## config.mk

```make
export PLATFORM = sky130hd
export DESIGN_NAME = parity_frame_gen_flat
export DESIGN_NICKNAME = d
export VERILOG_FILES = /design/src/rtl/parity_frame_gen_if.sv /design/src/rtl/parity_frame_gen.sv /design/src/flat_wrapper.sv
export SDC_FILE = /design/constraint.sdc
export NUM_CORES = 1
export LEC_CHECK = 0
export BUFFER_PORTS_ARGS = -buffer_cell sky130_fd_sc_hd__buf_4
export CAP_MARGIN = 25
export CORE_AREA = 2 2 39 41
export CTS_CLUSTER_SIZE = 25
export DETAILED_ROUTE_END_ITERATION = 8
export DIE_AREA = 0 0 41 43
export PLACE_DENSITY = 0.71
export SLEW_MARGIN = 10
export SYNTH_ARGS = -nofsm -noshare
export SYNTH_HDL_FRONTEND = slang
export SYNTH_SLANG_ARGS = --single-unit
```

## constraint.sdc

```tcl
create_clock -name clk -period 2.6 [get_ports clk]
set_input_delay 0.39 -clock clk [delete_from_list [all_inputs] [get_ports clk]]
set_output_delay 0.39 -clock clk [all_outputs]
set_load 0.02 [all_outputs]
```

## src/rtl/parity_frame_gen_if.sv

```systemverilog
// Serial bit-stream bus for the parity framer: input stream, mode controls and status.
interface parity_frame_gen_if #(
   parameter int unsigned FRAME_LEN = 8
);
   localparam int unsigned CNT_W = $clog2(FRAME_LEN + 1);

   logic             odd;
   logic             check;
   logic             in_valid;
   logic             in;
   logic             in_ready;
   logic             out_valid;
   logic             out;
   logic             out_last;
   logic             parity;
   logic [CNT_W-1:0] bit_cnt;
   logic             frame_done;
   logic             parity_err;

   // Stream source / status observer side.
   modport master (
      output odd, check, in_valid, in,
      input  in_ready, out_valid, out, out_last, parity, bit_cnt, frame_done, parity_err
   );

   // Framer side.
   modport slave (
      input  odd, check, in_valid, in,
      output in_ready, out_valid, out, out_last, parity, bit_cnt, frame_done, parity_err
   );
endinterface

```

## src/rtl/parity_frame_gen.sv

```systemverilog
// Serial parity framer: groups FRAME_LEN data bits per frame and appends (generate)
// or consumes and verifies (check) an even/odd parity bit.
module parity_frame_gen #(
   parameter int unsigned FRAME_LEN = 8
) (
   input logic               clk,
   input logic               rst_n,
   parity_frame_gen_if.slave bus
);
   localparam int unsigned CNT_W = $clog2(FRAME_LEN + 1);

   typedef enum logic {
      S_DATA = 1'b0,
      S_PAR  = 1'b1
   } state_t;

   state_t           state_q,      state_n;
   logic [CNT_W-1:0] bit_cnt_q,    bit_cnt_n;
   logic             parity_q,     parity_n;
   logic             odd_lat_q,    odd_lat_n;
   logic             chk_lat_q,    chk_lat_n;
   logic             out_q,        out_n;
   logic             out_valid_q,  out_valid_n;
   logic             out_last_q,   out_last_n;
   logic             frame_done_q, frame_done_n;
   logic             parity_err_q, parity_err_n;

   logic             in_ready_c;
   logic             accept_c;

   // Ready depends on registered state only; the parity slot accepts input only in check mode.
   assign in_ready_c = (state_q == S_DATA) | ((state_q == S_PAR) & chk_lat_q);
   assign accept_c   = bus.in_valid & in_ready_c;

   // Next-state and next-output logic.
   always_comb begin
      state_n      = state_q;
      bit_cnt_n    = bit_cnt_q;
      parity_n     = parity_q;
      odd_lat_n    = odd_lat_q;
      chk_lat_n    = chk_lat_q;
      out_n        = out_q;
      out_valid_n  = 1'b0;
      out_last_n   = 1'b0;
      frame_done_n = 1'b0;
      parity_err_n = 1'b0;

      case (state_q)
         S_DATA: begin
            if (accept_c) begin
               // Mode and sense are frozen at the first bit of a frame.
               if (bit_cnt_q == '0) begin
                  odd_lat_n = bus.odd;
                  chk_lat_n = bus.check;
               end
               bit_cnt_n   = bit_cnt_q + CNT_W'(1);
               parity_n    = parity_q ^ bus.in;
               out_n       = bus.in;
               out_valid_n = 1'b1;
               if (bit_cnt_n == CNT_W'(FRAME_LEN)) begin
                  state_n = S_PAR;
               end
            end
         end
         S_PAR: begin
            // Generate mode spends exactly one cycle here; check mode waits for the received bit.
            if (!chk_lat_q || accept_c) begin
               out_n        = chk_lat_q ? bus.in : (parity_q ^ odd_lat_q);
               out_valid_n  = 1'b1;
               out_last_n   = 1'b1;
               frame_done_n = 1'b1;
               parity_err_n = chk_lat_q & (parity_q ^ bus.in ^ odd_lat_q);
               bit_cnt_n    = '0;
               parity_n     = 1'b0;
               state_n      = S_DATA;
            end
         end
      endcase
   end

   // State and output registers with synchronous reset.
   always_ff @(posedge clk) begin
      if (!rst_n) begin
         state_q      <= S_DATA;
         bit_cnt_q    <= '0;
         parity_q     <= 1'b0;
         odd_lat_q    <= 1'b0;
         chk_lat_q    <= 1'b0;
         out_q        <= 1'b0;
         out_valid_q  <= 1'b0;
         out_last_q   <= 1'b0;
         frame_done_q <= 1'b0;
         parity_err_q <= 1'b0;
      end else begin
         state_q      <= state_n;
         bit_cnt_q    <= bit_cnt_n;
         parity_q     <= parity_n;
         odd_lat_q    <= odd_lat_n;
         chk_lat_q    <= chk_lat_n;
         out_q        <= out_n;
         out_valid_q  <= out_valid_n;
         out_last_q   <= out_last_n;
         frame_done_q <= frame_done_n;
         parity_err_q <= parity_err_n;
      end
   end

   assign bus.in_ready   = in_ready_c;
   assign bus.out_valid  = out_valid_q;
   assign bus.out        = out_q;
   assign bus.out_last   = out_last_q;
   assign bus.parity     = parity_q;
   assign bus.bit_cnt    = bit_cnt_q;
   assign bus.frame_done = frame_done_q;
   assign bus.parity_err = parity_err_q;
endmodule
```

## src/flat_wrapper.sv

```systemverilog
// flat-port wrapper written by rule: the top's interface ports become plain ports
module parity_frame_gen_flat 
#(
   parameter int unsigned FRAME_LEN = 8
)
  (clk, rst_n, bus_odd, bus_check, bus_in_valid, bus_in, bus_in_ready, bus_out_valid, bus_out, bus_out_last, bus_parity, bus_bit_cnt, bus_frame_done, bus_parity_err);
  parity_frame_gen_if #(.FRAME_LEN(FRAME_LEN)) bus_i ();
  input logic clk;
  input logic rst_n;
  input wire logic [$bits(bus_i.odd)-1:0] bus_odd;
  input wire logic [$bits(bus_i.check)-1:0] bus_check;
  input wire logic [$bits(bus_i.in_valid)-1:0] bus_in_valid;
  input wire logic [$bits(bus_i.in)-1:0] bus_in;
  output wire logic [$bits(bus_i.in_ready)-1:0] bus_in_ready;
  output wire logic [$bits(bus_i.out_valid)-1:0] bus_out_valid;
  output wire logic [$bits(bus_i.out)-1:0] bus_out;
  output wire logic [$bits(bus_i.out_last)-1:0] bus_out_last;
  output wire logic [$bits(bus_i.parity)-1:0] bus_parity;
  output wire logic [$bits(bus_i.bit_cnt)-1:0] bus_bit_cnt;
  output wire logic [$bits(bus_i.frame_done)-1:0] bus_frame_done;
  output wire logic [$bits(bus_i.parity_err)-1:0] bus_parity_err;
  assign bus_i.odd = bus_odd;
  assign bus_i.check = bus_check;
  assign bus_i.in_valid = bus_in_valid;
  assign bus_i.in = bus_in;
  assign bus_in_ready = bus_i.in_ready;
  assign bus_out_valid = bus_i.out_valid;
  assign bus_out = bus_i.out;
  assign bus_out_last = bus_i.out_last;
  assign bus_parity = bus_i.parity;
  assign bus_bit_cnt = bus_i.bit_cnt;
  assign bus_frame_done = bus_i.frame_done;
  assign bus_parity_err = bus_i.parity_err;
  parity_frame_gen #(.FRAME_LEN(FRAME_LEN)) u_core (.clk(clk), .rst_n(rst_n), .bus(bus_i));
endmodule
```

==> reports/results.txt <==
outcome: finished, final reports clean
initial antenna violation count: 0
worst path bufs/invs: 1
CP Class: reg2out
Pre-antenna DRT Iters: 4
worst vdd ir: 262 uV
Clock transition at path regs: 0.08 ns
placement row count: 14
remaining antenna violation count after routing: 0
Final nets: 94
CTS Hold Bufs: 0
Arrival @ worst endpoint: 1.15 ns
CTS Sinks: 12
first-pass GRT wire length: 1860 microns
RSZ-0062 raised after global routing: false
Pins Over Slew Limit: 0
Worst Max-Slew Pin Slew: 0.339 ns
critical path's slowest cell: dfxtp_1
DP HPWL: 900 microns
pwr/cell area: 536 mW/mm^2
vias in the first global route: 460
final WL: 1170 microns
largest net degree at the start of global routing: 11
Overall Power: 401 uW
crit-path max cell delay: 0.52 ns
sequential cell area fraction in the yosys report: 39.7%
DRC: 0
Antenna diodes: 0
Hold WS: 0.337 ns
crit path time final: 1.54 ns
Iteration-0 DRC Markers: 5
Most used DFF post-synth: dfxtp_1
die footprint: 0.00176 sq mm
synth warn: 0
Cell Area, Synth: 606 sq um
CTS Buf Count: 3
filler instances: 127
Post-synth EDFFs: 0
Max Cap Viol: 0
Initial Util: 43.8%
core box area: 0.00138 sq mm
CTS H-tree lvls: 1
Hold Crit Class: in2reg
Mapped Nets: 77
GPL Wtd Cong: 0.806
Critical Path Fanout Max: 9
pre-CTS WS: 1.35 ns
Port Buffer Count: 16
clk buf depth: 2
Mapped Cells: 68
cell family with most CP delay: flip-flops
total track usage: 15.8%
wire length per cell: 11.7 microns
LEAKAGE: 0.000328 uW
Clock Latency Late Sink: 0.28 ns
Slew Limit Headroom: 77.4%
Synth cell types: 28
Critical Path Source Type: register
Fmax: 648 MHz
PnR worst setup slack: 1.06 ns
postcts setup bufs: 0
CTS tree: built
Die H: 43 microns
Post-Syn Area per Cell: 8.91 sq um
Yosys reg bits: 12
Worst EP required: 2.21 ns
IO Count: 17
layout cells sized above 1: 27.4%
clock skew: 0.00615 ns
async set or reset register ratio after synthesis: 0%
Final Core Density: 54.1%
setup TNS: 0 ns
Final setup viols: 0
die width: 41 microns
DR vias/cell: 5.37
Crit. End Element: output port
Cell Chain, Critical Path: nand2b_2 -> buf_4
Hold Fails Final Rpt: 0
via count: 537
Final Cycle Share: 59.3%
GR Overflow Total: 0
post-CTS sizing: 0
Area Growth Syn to Fin: 23.6%
clk root buf: clkbuf_4
power by group:
group          internal, uW  total (uW)  switching, uW
logic                  26.6        54.5           27.9
clock network          85.3         149           63.5
registers               191         198           7.11
total                   303         401           98.5
final timing paths:
| path | start | endpoint | slack [ns] | cells after the start |
|---|---|---|---|---|
| min reg2reg | u_core.bus.out$_SDFFE_PN0P_ | u_core.bus.out$_SDFFE_PN0P_ | 0.51 | 2 |
| max | u_core.state_q$_SDFF_PN0_ | bus_in_ready | 1.06 | 2 |
| min | rst_n | u_core.odd_lat_q$_SDFFE_PN0P_ | 0.34 | 2 |
| max reg2reg | u_core.bus.bit_cnt[0]$_SDFFE_PN0P_ | u_core.odd_lat_q$_SDFFE_PN0P_ | 1.37 | 4 |
state kept, by name (all words and copies together), names as in the netlist:
name,flops
u_core.state_q,1
u_core.bus.out_last,1
u_core.odd_lat_q,1
u_core.bus.parity,1
u_core.bus.parity_err,1
u_core.bus.bit_cnt,4
u_core.bus.out_valid,1
u_core.bus.out,1
u_core.chk_lat_q,1
cell usage after synthesis (all sizes together), types with 2 or more instances:
master / n / area share, %
dfxtp: 12 / 40
a21oi: 8 / 6.6
inv: 6 / 3.7
nand3: 5 / 4.1
buf: 4 / 5.6
nand2: 4 / 2.9
nor2: 4 / 2.5
ha: 3 / 6.2
nor2b: 3 / 4.3
xnor2: 3 / 4.3
o21ai: 2 / 1.7
logic make-up after synthesis:
group                      after synthesis  synth area share, %
and+or+nand+nor                         23                 22.5
adders and majority gates                3                 6.20
AOI/OAI and AO/OA                       16                 16.3
muxes                                    1                 1.65
DFF                                     12                 39.7
buffers and inverters                   10                 9.30
xor gates and xnor gates                 3                 4.34
cell usage in the layout (no fill, tap or decap):
cell / synthesis / routed
and3_1: 1 / 1
nand2_1: 3 / 3
and4_1: 1 / 1
a32oi_1: 1 / 1
a311oi_1: 1 / 1
dfxtp_1: 12 / 12
nand2_2: 1 / 1
o21a_1: 1 / 1
clkbuf_8: 0 / 1
clkbuf_4: 0 / 3
and3b_1: 1 / 1
nor2b_4: 1 / 1
nor3b_1: 1 / 1
buf_4: 3 / 16
inv_1: 6 / 6
o21ai_0: 2 / 2
nor2_1: 4 / 4
nand2b_2: 1 / 1
xnor2_1: 3 / 3
mux2i_1: 1 / 1
a31oi_1: 1 / 1
nand4_1: 1 / 1
ha_1: 3 / 3
a21oi_1: 8 / 8
nand3_1: 5 / 5
nor2b_1: 2 / 2
or3_1: 1 / 1
a31o_1: 1 / 1
o32ai_1: 1 / 1
area by class of cell:
cell class / instances / area [sq um] / area share [%]
clock buffers: 4 / 36.3 / 4.85
inverters: 6 / 22.5 / 3.01
multi-input cells: 46 / 309 / 41.3
flip-flops and latches: 12 / 240 / 32.1
well taps: 16 / 20.0 / 2.68
repair buffers: 16 / 120 / 16.1
stage by stage:
stage | std cells | cell area [sq um]
2_1_floorplan | 68 | 606
6_report | 100 | 748
3_5_place_dp | 96 | 712
5_1_grt | 100 | 748
3_3_place_gp | 96 | 712
4_1_cts | 100 | 748
routing by layer:
metal / vias up / part of all wire (%) / routed length [microns] / global-route usage [%]
met5: - / 0 / 0 / 0
met4: 0 / 3.4 / 40 / 14.0
met3: 5 / 4.6 / 54 / 3.14
met2: 16 / 48 / 557 / 21.9
met1: 250 / 44 / 513 / 19.3
li1: 266 / - / - / -
worst register-to-register path, delay by kind of cell (launching register included):
kind,cells,cell delay (ns)
simple gates,1,0.19
fa+ha+maj,1,0.25
compound gates,1,0.17
buf+inv,1,0.09
flops,1,0.43
No activity file was read; power rests on OpenSTA's default activity.
